**config.mk**
```make
export PLATFORM = sky130hd
export DESIGN_NAME = fifo_port_arbiter
export DESIGN_NICKNAME = d
export VERILOG_FILES = /design/src/rtl/fifo_pkg.sv /design/src/rtl/fifo_port_arbiter_rr_arb2.sv /design/src/rtl/fifo_port_arbiter.sv
export SDC_FILE = /design/constraint.sdc
export NUM_CORES = 1
export LEC_CHECK = 0
export ABC_CLOCK_PERIOD_IN_PS = 2500
export BUFFER_PORTS_ARGS = -buffer_cell sky130_fd_sc_hd__buf_2
export CAP_MARGIN = 10
export CORE_ASPECT_RATIO = 1.1
export CORE_MARGIN = 2
export CORE_UTILIZATION = 41
export DETAILED_ROUTE_END_ITERATION = 8
export GPL_TIMING_DRIVEN = 0
export HOLD_SLACK_MARGIN = 0.05
export PLACE_DENSITY = 0.76
export SYNTH_ARGS = -nofsm -noshare
export SYNTH_HDL_FRONTEND = slang
export SYNTH_SLANG_ARGS = --single-unit
```
**constraint.sdc**
```tcl
create_clock -name clk -period 2.5 [get_ports clk]
set_input_delay 0.375 -clock clk [delete_from_list [all_inputs] [get_ports clk]]
set_output_delay 0.375 -clock clk [all_outputs]
set_load 0.02 [all_outputs]
```
**src/rtl/fifo_pkg.sv**
```systemverilog
// Shared definitions for the FIFO and the logic that drives it: operation
// state encodings and default geometry.
package fifo_pkg;

  // Operation state codes, identical to the FIFO next-state encodings
  localparam logic [2:0] INIT  = 3'b000;
  localparam logic [2:0] WRITE = 3'b001;
  localparam logic [2:0] READ  = 3'b010;
  localparam logic [2:0] NO_OP = 3'b111;

  // Default FIFO geometry; the occupancy width must hold 0..DEPTH
  localparam int DEFAULT_DEPTH     = 8;
  localparam int DEFAULT_CNT_WIDTH = 4;

endpackage

```
**src/rtl/fifo_port_arbiter_rr_arb2.sv**
```systemverilog
// Two-input round-robin arbiter. A lone request wins outright; on a tie the
// favoured index wins, and after a granted cycle the favoured index becomes
// the one that was not served.
module rr_arb2 (
  input  logic       clk,
  input  logic       reset,
  input  logic [1:0] req,
  input  logic       advance,
  output logic [1:0] grant
);

  logic ptr;  // favoured index

  // One-hot grant from the requests and the favoured index
  // NOTE: assigning a default first keeps every path driven, so no latch is inferred.
  always_comb begin
    grant = req;
    if (req == 2'b11) grant = ptr ? 2'b10 : 2'b01;
  end

  // Move the favour away from the index just served
  // NOTE: state is updated with non-blocking assignments so all registers sample the same edge.
  always_ff @(posedge clk or posedge reset) begin
    if (reset) ptr <= 1'b0;
    else if (advance && (grant != 2'b00)) ptr <= grant[0];
  end

endmodule

```
**src/rtl/fifo_port_arbiter.sv**
```systemverilog
// Front-end that shares one FIFO between two producers and two consumers.
// At most one operation issues per cycle; a shadow occupancy count keeps the
// FIFO out of its overflow and underflow error states.
module fifo_port_arbiter
  import fifo_pkg::*;
#(
  parameter int DATA_WIDTH = 32,
  parameter int DEPTH      = DEFAULT_DEPTH,
  parameter int CNT_WIDTH  = DEFAULT_CNT_WIDTH,
  parameter int RD_LAT     = 1
) (
  input  logic                  clk,
  input  logic                  reset,
  input  logic [1:0]            wr_req,
  input  logic [DATA_WIDTH-1:0] wr_din0,
  input  logic [DATA_WIDTH-1:0] wr_din1,
  input  logic [1:0]            rd_req,
  output logic                  fifo_wr_en,
  output logic                  fifo_rd_en,
  output logic [DATA_WIDTH-1:0] fifo_din,
  output logic [1:0]            wr_ack,
  output logic [1:0]            rd_ack,
  output logic [1:0]            rd_valid,
  output logic [2:0]            op_state,
  output logic [CNT_WIDTH-1:0]  occupancy,
  output logic                  full,
  output logic                  empty
);

  localparam logic [CNT_WIDTH-1:0] FULL_CNT = CNT_WIDTH'(DEPTH);
  localparam logic [CNT_WIDTH-1:0] CNT_ONE  = CNT_WIDTH'(1);

  logic [1:0] wr_cand, rd_cand;
  logic [1:0] wr_gnt, rd_gnt;
  logic       do_wr, do_rd;
  logic       last_rd;              // class served most recently was read
  logic [1:0] rd_pipe [RD_LAT];     // rd_ack delay line toward rd_valid

  // A requester acked this cycle sits out this cycle's evaluation; the
  // occupancy gate keeps writes off a full FIFO and reads off an empty one.
  assign wr_cand = (occupancy < FULL_CNT) ? (wr_req & ~wr_ack) : 2'b00;
  assign rd_cand = (occupancy != '0)      ? (rd_req & ~rd_ack) : 2'b00;

  rr_arb2 u_wr_arb (
    .clk     (clk),
    .reset   (reset),
    .req     (wr_cand),
    .advance (do_wr),
    .grant   (wr_gnt)
  );

  rr_arb2 u_rd_arb (
    .clk     (clk),
    .reset   (reset),
    .req     (rd_cand),
    .advance (do_rd),
    .grant   (rd_gnt)
  );

  // Class selection: a lone class wins, a conflict goes to the class not served last
  always_comb begin
    do_wr = 1'b0;
    do_rd = 1'b0;
    if ((wr_gnt != 2'b00) && ((rd_gnt == 2'b00) || last_rd)) do_wr = 1'b1;
    else if (rd_gnt != 2'b00)                                 do_rd = 1'b1;
  end

  assign full  = (occupancy == FULL_CNT);
  assign empty = (occupancy == '0);

  // Register the chosen operation toward the FIFO and track occupancy
  always_ff @(posedge clk or posedge reset) begin
    if (reset) begin
      fifo_wr_en <= 1'b0;
      fifo_rd_en <= 1'b0;
      wr_ack     <= 2'b00;
      rd_ack     <= 2'b00;
      fifo_din   <= '0;
      op_state   <= INIT;
      occupancy  <= '0;
      last_rd    <= 1'b1;
    end else begin
      fifo_wr_en <= do_wr;
      fifo_rd_en <= do_rd;
      wr_ack     <= do_wr ? wr_gnt : 2'b00;
      rd_ack     <= do_rd ? rd_gnt : 2'b00;
      if (do_wr) begin
        fifo_din  <= wr_gnt[1] ? wr_din1 : wr_din0;
        occupancy <= occupancy + CNT_ONE;
        op_state  <= WRITE;
        last_rd   <= 1'b0;
      end else if (do_rd) begin
        occupancy <= occupancy - CNT_ONE;
        op_state  <= READ;
        last_rd   <= 1'b1;
      end else begin
        op_state  <= NO_OP;
      end
    end
  end

  // Delay rd_ack by RD_LAT cycles so rd_valid lines up with FIFO dout
  // NOTE: this small delay line is reset on purpose so a reset flushes any read in flight.
  always_ff @(posedge clk or posedge reset) begin
    if (reset) begin
      for (int i = 0; i < RD_LAT; i++) rd_pipe[i] <= 2'b00;
    end else begin
      rd_pipe[0] <= rd_ack;
      for (int i = 1; i < RD_LAT; i++) rd_pipe[i] <= rd_pipe[i-1];
    end
  end

  assign rd_valid = rd_pipe[RD_LAT-1];

endmodule

```
==> flow_summary.toml, run 1 <==
[setup_path]
slowest_stage = "dfrtp_2"
path_class = "reg2reg"
critPathLaunchType = "flip-flop"
rrSetupSlack_ns = 0.12
r2r_start = "occupancy[3]"
cp_cell_sequence = "buf_6 > nor4_4 > a211oi_2 > nand2b_4 > buf_8 > ha_4 > a21o_1 > a21oi_2 > nor3_2 > o31a_1"
crit_family = "compound AO/OA/AOI/OAI gates"
worst_setup_path_end_kind = "flip-flop"
cp_num_cells = 10
crit_start = "occupancy[3]"
max_stage_delay_ns = 0.42
ff2ff_path_depth = 10
critPathRequiredTime_ns = 2.68
r2r-end = "occupancy[3]"
crit_end = "occupancy[3]"
critPathBufInv = 2
cp_max_fo = 13
cp.arrival_ns = 2.56

[clocking]
cts_made_buffers = 5
root_buffer = "clkbuf_8"
htree_num_levels = 2
clock_latency_ns = 0.30
cts_tree = "done"
cts.reportedPaths.clkPinSlew_ns = 0.09
clk_path_buf_depth = 2
cts.sinks = 50

[yosys]
synth_seq_cells = 50
syn-num-nets = 281
synth_cell_types = 39
seq_area_frac_synth_pct = 52.9
syn_area_per_cell_sq_um = 11.4
yosysWarnings = 0
synthCells = 208
syn-cell-area_sq_um = 2370

[timing]
skew_ns = 0.00620
timing.final.crit_share_pct = 95.2
setup_viol = 0
finalMaxSlewViolations = 0
worstMarginPinSlew_ns = 0.540
slew_headroom_pct = 64.0
hold_viol = 0
min_period_ns = 2.38
fmax_ghz = 0.420
holdWs_ns = 0.114
fin_tns_setup_ns = 0

[job]
max_cap_viol_count = 0

[die]
core_sq_um = 5660
row_count = 29
die_x_microns = 76.5
dieArea_sq_um = 6400
initial_core_util_pct = 41.8
die_h_microns = 83.7
io_pins = 119

[route]
ant_nets = 0
vias = 2054
drt_iter0_drc = 78
wl_per_cell_microns = 13.3
first_pass_iters = 4
wirelength_microns = 5510
viasPerCell = 4.94
drc = 0

[global_route]
grt_use_met3_pct = 3.79
grt_max_degree = 27
grtUsageMet1_pct = 23.1
grt_pass1_vias = 1925
grt.total_usage_pct = 17.9
grt_antenna_before_repair = 0
grt_overflow = 0
grt_pass1_wl_microns = 9270
busiest_layer = "met2"
met2_usage_pct = 30.2

[place]
dpl.hpwl_microns = 4090
io_buffers = 118
place.gp.congestion = 0.680

[layout]
antennaDiodeCount = 0
nets = 411
num-fill-cells = 515
area_delta_synth_final_pct = 36.6
drive_above_1_share_pct = 45.7

[power]
power_mw = 4.12
ir_drop_mv = 0.552
powerDensity_nw_per_um2 = 1270
power.leakage_nw = 1.76

[hold_path]
min_path_type = "in2async"

[run_status]
status = "completed"
[how the worst min path moves through the flow]
stage / slack (ns) / endpoint / from / depth (start not counted)
5_1_grt: 0.14 / wr_ack[0] / reset / 2
2_1_floorplan: 0.46 / rd_ack[0] / u_rd_arb.ptr / 1
6_report: 0.11 / wr_ack[0] / reset / 2
3_5_place_dp: 0.39 / rd_valid[0] / rd_ack[0] / 0
3_3_place_gp: 0.37 / rd_valid[0] / rd_ack[0] / 0
4_1_cts: 0.12 / wr_ack[1] / reset / 2
[flip-flops by register name, summed over array words and instances (netlist names)]
| name | count |
|---|---|
| op_state | 3 |
| last_rd | 1 |
| wr_ack | 2 |
| rd_ack | 2 |
| occupancy | 4 |
| fifo_rd_en | 1 |
| fifo_wr_en | 1 |
| rd_valid | 2 |
| fifo_din | 32 |
| u_rd_arb.ptr | 1 |
| u_wr_arb.ptr | 1 |
[placed cells by master, fill, tap and decap left out, types with 2 or more instances in the layout]
master / instances
buf_2: 121
dfrtp_1: 48
o21ai_0: 34
mux2i_1: 32
o21ai_1: 31
clkbuf_1: 6
buf_4: 6
clkbuf_8: 6
nand2b_1: 4
buf_6: 4
inv_1: 3
a21o_1: 3
mux2_2: 3
nand2_1: 2
nor2_1: 2
[final cells by class]
class	count	area (sq um)	area share, %
plain buffers	14	101	3.13
multi-input cells	139	1030	31.8
flip-flops and latches	50	1250	38.8
clock inverters	1	5.00	0.155
repair buffers	124	648	20.0
clock buffers	7	86.3	2.67
inverters	4	15.0	0.464
well taps	77	96.3	2.98
[report_power, final]
part	internal (mW)	switching [mW]
logic	0.897	1.32
registers	1.20	0.230
clock network	0.224	0.255
[worst register-to-register path, delay by kind of cell, from the launching register on]
family / cells / cell delay, ns
AOI/OAI and AO/OA: 4 / 0.68
and+or+nand+nor: 3 / 0.64
DFF: 1 / 0.42
buffers and inverters: 2 / 0.32
adders and majority gates: 1 / 0.21
[kinds of logic after synthesis]
kind of cell / share of synthesized area (%)
flops: 52.9
fa+ha+maj: 1.90
buf+inv: 5.23
xor+xnor: 0.740
compound gates: 18.9
simple gates: 5.44
mux: 14.9
[layer usage]
layer  up-vias  part of all wire (%)
met4         0                   1.3
met1       972                    45
met5         -                     0
met2        66                    49
li1       1010                     -
met3         6                   4.8
[through the flow]
stage | cells | util (%) | instance area (sq um) | setup WS (ns)
after floorplan | 208 | - | 2390 | -0.0590
after global placement | 403 | 54.4 | 3080 | 0.0284
after detailed placement | 404 | 54.7 | 3100 | -0.0282
after CTS | 412 | 56.3 | 3190 | 0.00803
after global routing | 416 | 57.1 | 3230 | -0.0101
final | 416 | 57.1 | 3230 | 0.120
[synthesized netlist by cell type (all sizes together)]
cell type  count  area [sq um]
nor4           2          27.5
inv            4          15.0
o31ai          1          7.51
dfstp          1          26.3
clkbuf         5          18.8
nor3           2          10.0
nand2b         5          31.3
a21oi          3          18.8
fa             1          20.0
o21ai         66           334
a211o          1          8.76
mux2i         32           320
o31a           1          8.76
nor2           3          18.8
a21o           3          22.5
a211oi         2          20.0
nand2          2          7.51
nand3          1          5.00
mux2           3          33.8
ha             2          25.0
dfrtp         49          1230
buf           10          90.1
o41ai          1          8.76
xor2           1          8.76
a21boi         1          7.51
and2           1          6.26
nor2b          1          6.26
nor4b          1          8.76
nor3b          1          7.51
xnor2          1          8.76
o211a          1          10.0
[repair_timing]
item                       CTS  global route
setup endpoints to repair    1             2
hold buffers                 0             0
pin swaps                    1             3
setup buffers                0             5
gates resized for setup      0             3
Power figures use the tool's default switching activity.
==> run 2, diff against run 1 <==
--- a/config.mk
+++ b/config.mk
@@ -6,14 +6,14 @@
 export NUM_CORES = 1
 export LEC_CHECK = 0
-export ABC_CLOCK_PERIOD_IN_PS = 2500
+export ABC_CLOCK_PERIOD_IN_PS = 2750
 export BUFFER_PORTS_ARGS = -buffer_cell sky130_fd_sc_hd__buf_2
 export CAP_MARGIN = 10
 export CORE_ASPECT_RATIO = 1.1
 export CORE_MARGIN = 2
-export CORE_UTILIZATION = 41
+export CORE_UTILIZATION = 49
 export DETAILED_ROUTE_END_ITERATION = 8
 export GPL_TIMING_DRIVEN = 0
 export HOLD_SLACK_MARGIN = 0.05
-export PLACE_DENSITY = 0.76
+export PLACE_DENSITY = 0.85
 export SYNTH_ARGS = -nofsm -noshare
 export SYNTH_HDL_FRONTEND = slang
==> constraint.sdc (replaced) <==
create_clock -name clk -period 2.75 [get_ports clk]
set_input_delay 0.825 -clock clk [delete_from_list [all_inputs] [get_ports clk]]
set_output_delay 0.825 -clock clk [all_outputs]
set_load 0.02 [all_outputs]
==> flow_summary.toml, run 2 (synthesis gave the netlist of run 1 again) <==
[global_route]
grt_pass1_vias = 1964
grt_antenna_before_repair = 0
busiest_layer = "met2"
grtUsageMet1_pct = 26.1
grt_pass1_wl_microns = 9020
grt_max_degree = 39
grt_use_met3_pct = 4.73
grt.total_usage_pct = 20.9
grt_overflow = 0
met2_usage_pct = 35.8

[hold_path]
hold_start = "rd_ack[0]"
holdPathStages = 0
whs_endpoint = "rd_valid[0]"
min_path_type = "reg2reg"

[setup_path]
path_class = "in2reg"
critPathLaunchType = "primary input"
cp.arrival_ns = 2.76
r2r-end = "occupancy[3]"
critPathRequiredTime_ns = 2.94
crit_start = "wr_req[0]"
rrSetupSlack_ns = 0.24
cp_max_fo = 13
worst_setup_path_end_kind = "flip-flop"
r2r_start = "occupancy[3]"
ff2ff_path_depth = 11

[layout]
finish.instance_area_sq_um = 3160
largest-register = "fifo_din"
drive_above_1_share_pct = 43.8
final_cell_mix = "buf_2 (121), dfrtp_1 (49), o21ai_0 (34)"
top_regs = "fifo_din x32, occupancy x4, op_state x3"
area_delta_synth_final_pct = 33.2
instances_no_fill = 392
antennaDiodeCount = 0
final_common_cell = "buf_2"
num-fill-cells = 386
nets = 408
largest_reg_flops = 32

[die]
initial_core_util_pct = 50.9
die_h_microns = 76.9
io_pins = 119
dieArea_sq_um = 5410
row_count = 26
die_x_microns = 70.3
core_sq_um = 4650

[timing]
hold_viol = 0
timing.final.crit_share_pct = 93.5
slew_headroom_pct = 69.3
min_period_ns = 2.57
finalMaxSlewViolations = 0
worstMarginPinSlew_ns = 0.460
fmax_ghz = 0.389
worst_slack_ns = 0.180
setup_viol = 0
rsz0062_at_grt = "no"
skew_ns = 0.00904
fin_tns_setup_ns = 0

[route]
viasPerCell = 5.24
ant_nets = 0
drc = 0
first_pass_iters = 4
wl_per_cell_microns = 13.8
wirelength_microns = 5410
drt_iter0_drc = 101
vias = 2053

[place]
io_buffers = 118
dp_slack_ns = -0.158
placed_area_sq_um = 3050
dpl.hpwl_microns = 4080
place_inst = 383
place.gp.congestion = 0.740

[power]
power_mw = 3.65
powerDensity_nw_per_um2 = 1160
ir_drop_mv = 0.590
power.leakage_nw = 1.75

[clocking]
cts_tree = "done"
htree_num_levels = 2
cts.reportedPaths.clkPinSlew_ns = 0.09
clock_latency_ns = 0.30
clk_path_buf_depth = 2
cts.sinks = 50
cts_made_buffers = 5
root_buffer = "clkbuf_8"

[run_status]
status = "completed"

[job]
max_cap_viol_count = 0
[run 2: what timing repair did]
action | 4_1_cts | 5_1_grt
gates resized for setup | 0 | 1
setup buffers | 0 | 1
hold buffers | 0 | 0
setup endpoints to repair | 0 | 1
[run 2: area by class of cell]
type / instances / area, sq um / area share, %
Multi-Input combinational cell: 139 / 1000 / 31.7
Tap cell: 56 / 70.1 / 2.22
Buffer: 15 / 109 / 3.45
Inverter: 4 / 15.0 / 0.476
Sequential cell: 50 / 1250 / 39.7
Clock buffer: 7 / 86.3 / 2.74
Clock inverter: 1 / 5.00 / 0.159
Timing Repair Buffer: 120 / 618 / 19.6
[run 2: routing by layer]
metal | wire length (microns) | vias to the layer above
met5 | 0 | -
met4 | 74 | 0
met3 | 349 | 5
met2 | 2780 | 77
met1 | 2210 | 969
li1 | - | 1002
[run 2: worst max-delay path by stage]
stage | end | slack [ns] | cells after the start
2_1_floorplan | occupancy[3] | 0.13 | 10
3_3_place_gp | occupancy[3] | -0.13 | 11
6_report | occupancy[3] | 0.18 | 11
5_1_grt | occupancy[3] | 0.03 | 11
4_1_cts | occupancy[3] | 0.15 | 11
3_5_place_dp | occupancy[3] | -0.16 | 11
[run 2: worst max-delay path, cell delays in order]
cell and delay [ns]:
buf_2 0.08, nand2b_1 0.18, a21oi_4 0.29, nand2b_1 0.09, buf_6 0.14, buf_6 0.14, ha_1 0.27, a21o_1 0.18
a21oi_1 0.24, nor3_1 0.07, o31a_1 0.24
[run 2: stage by stage]
step           hold slack (ns)  utilization, %
4_1_cts                  0.392            67.5
3_5_place_dp             0.369            65.5
5_1_grt                  0.407            67.8
3_3_place_gp             0.367            65.1
2_1_floorplan            0.455               -
6_report                 0.392            67.8
[run 2: report_power, final]
part | leakage [nW] | switching, mW | total, mW | internal (mW)
sequential | 0.617 | 0.201 | 1.29 | 1.09
combinational | 1.08 | 1.16 | 1.93 | 0.765
clock | 0.0482 | 0.233 | 0.436 | 0.203
total | 1.75 | 1.60 | 3.65 | 2.05
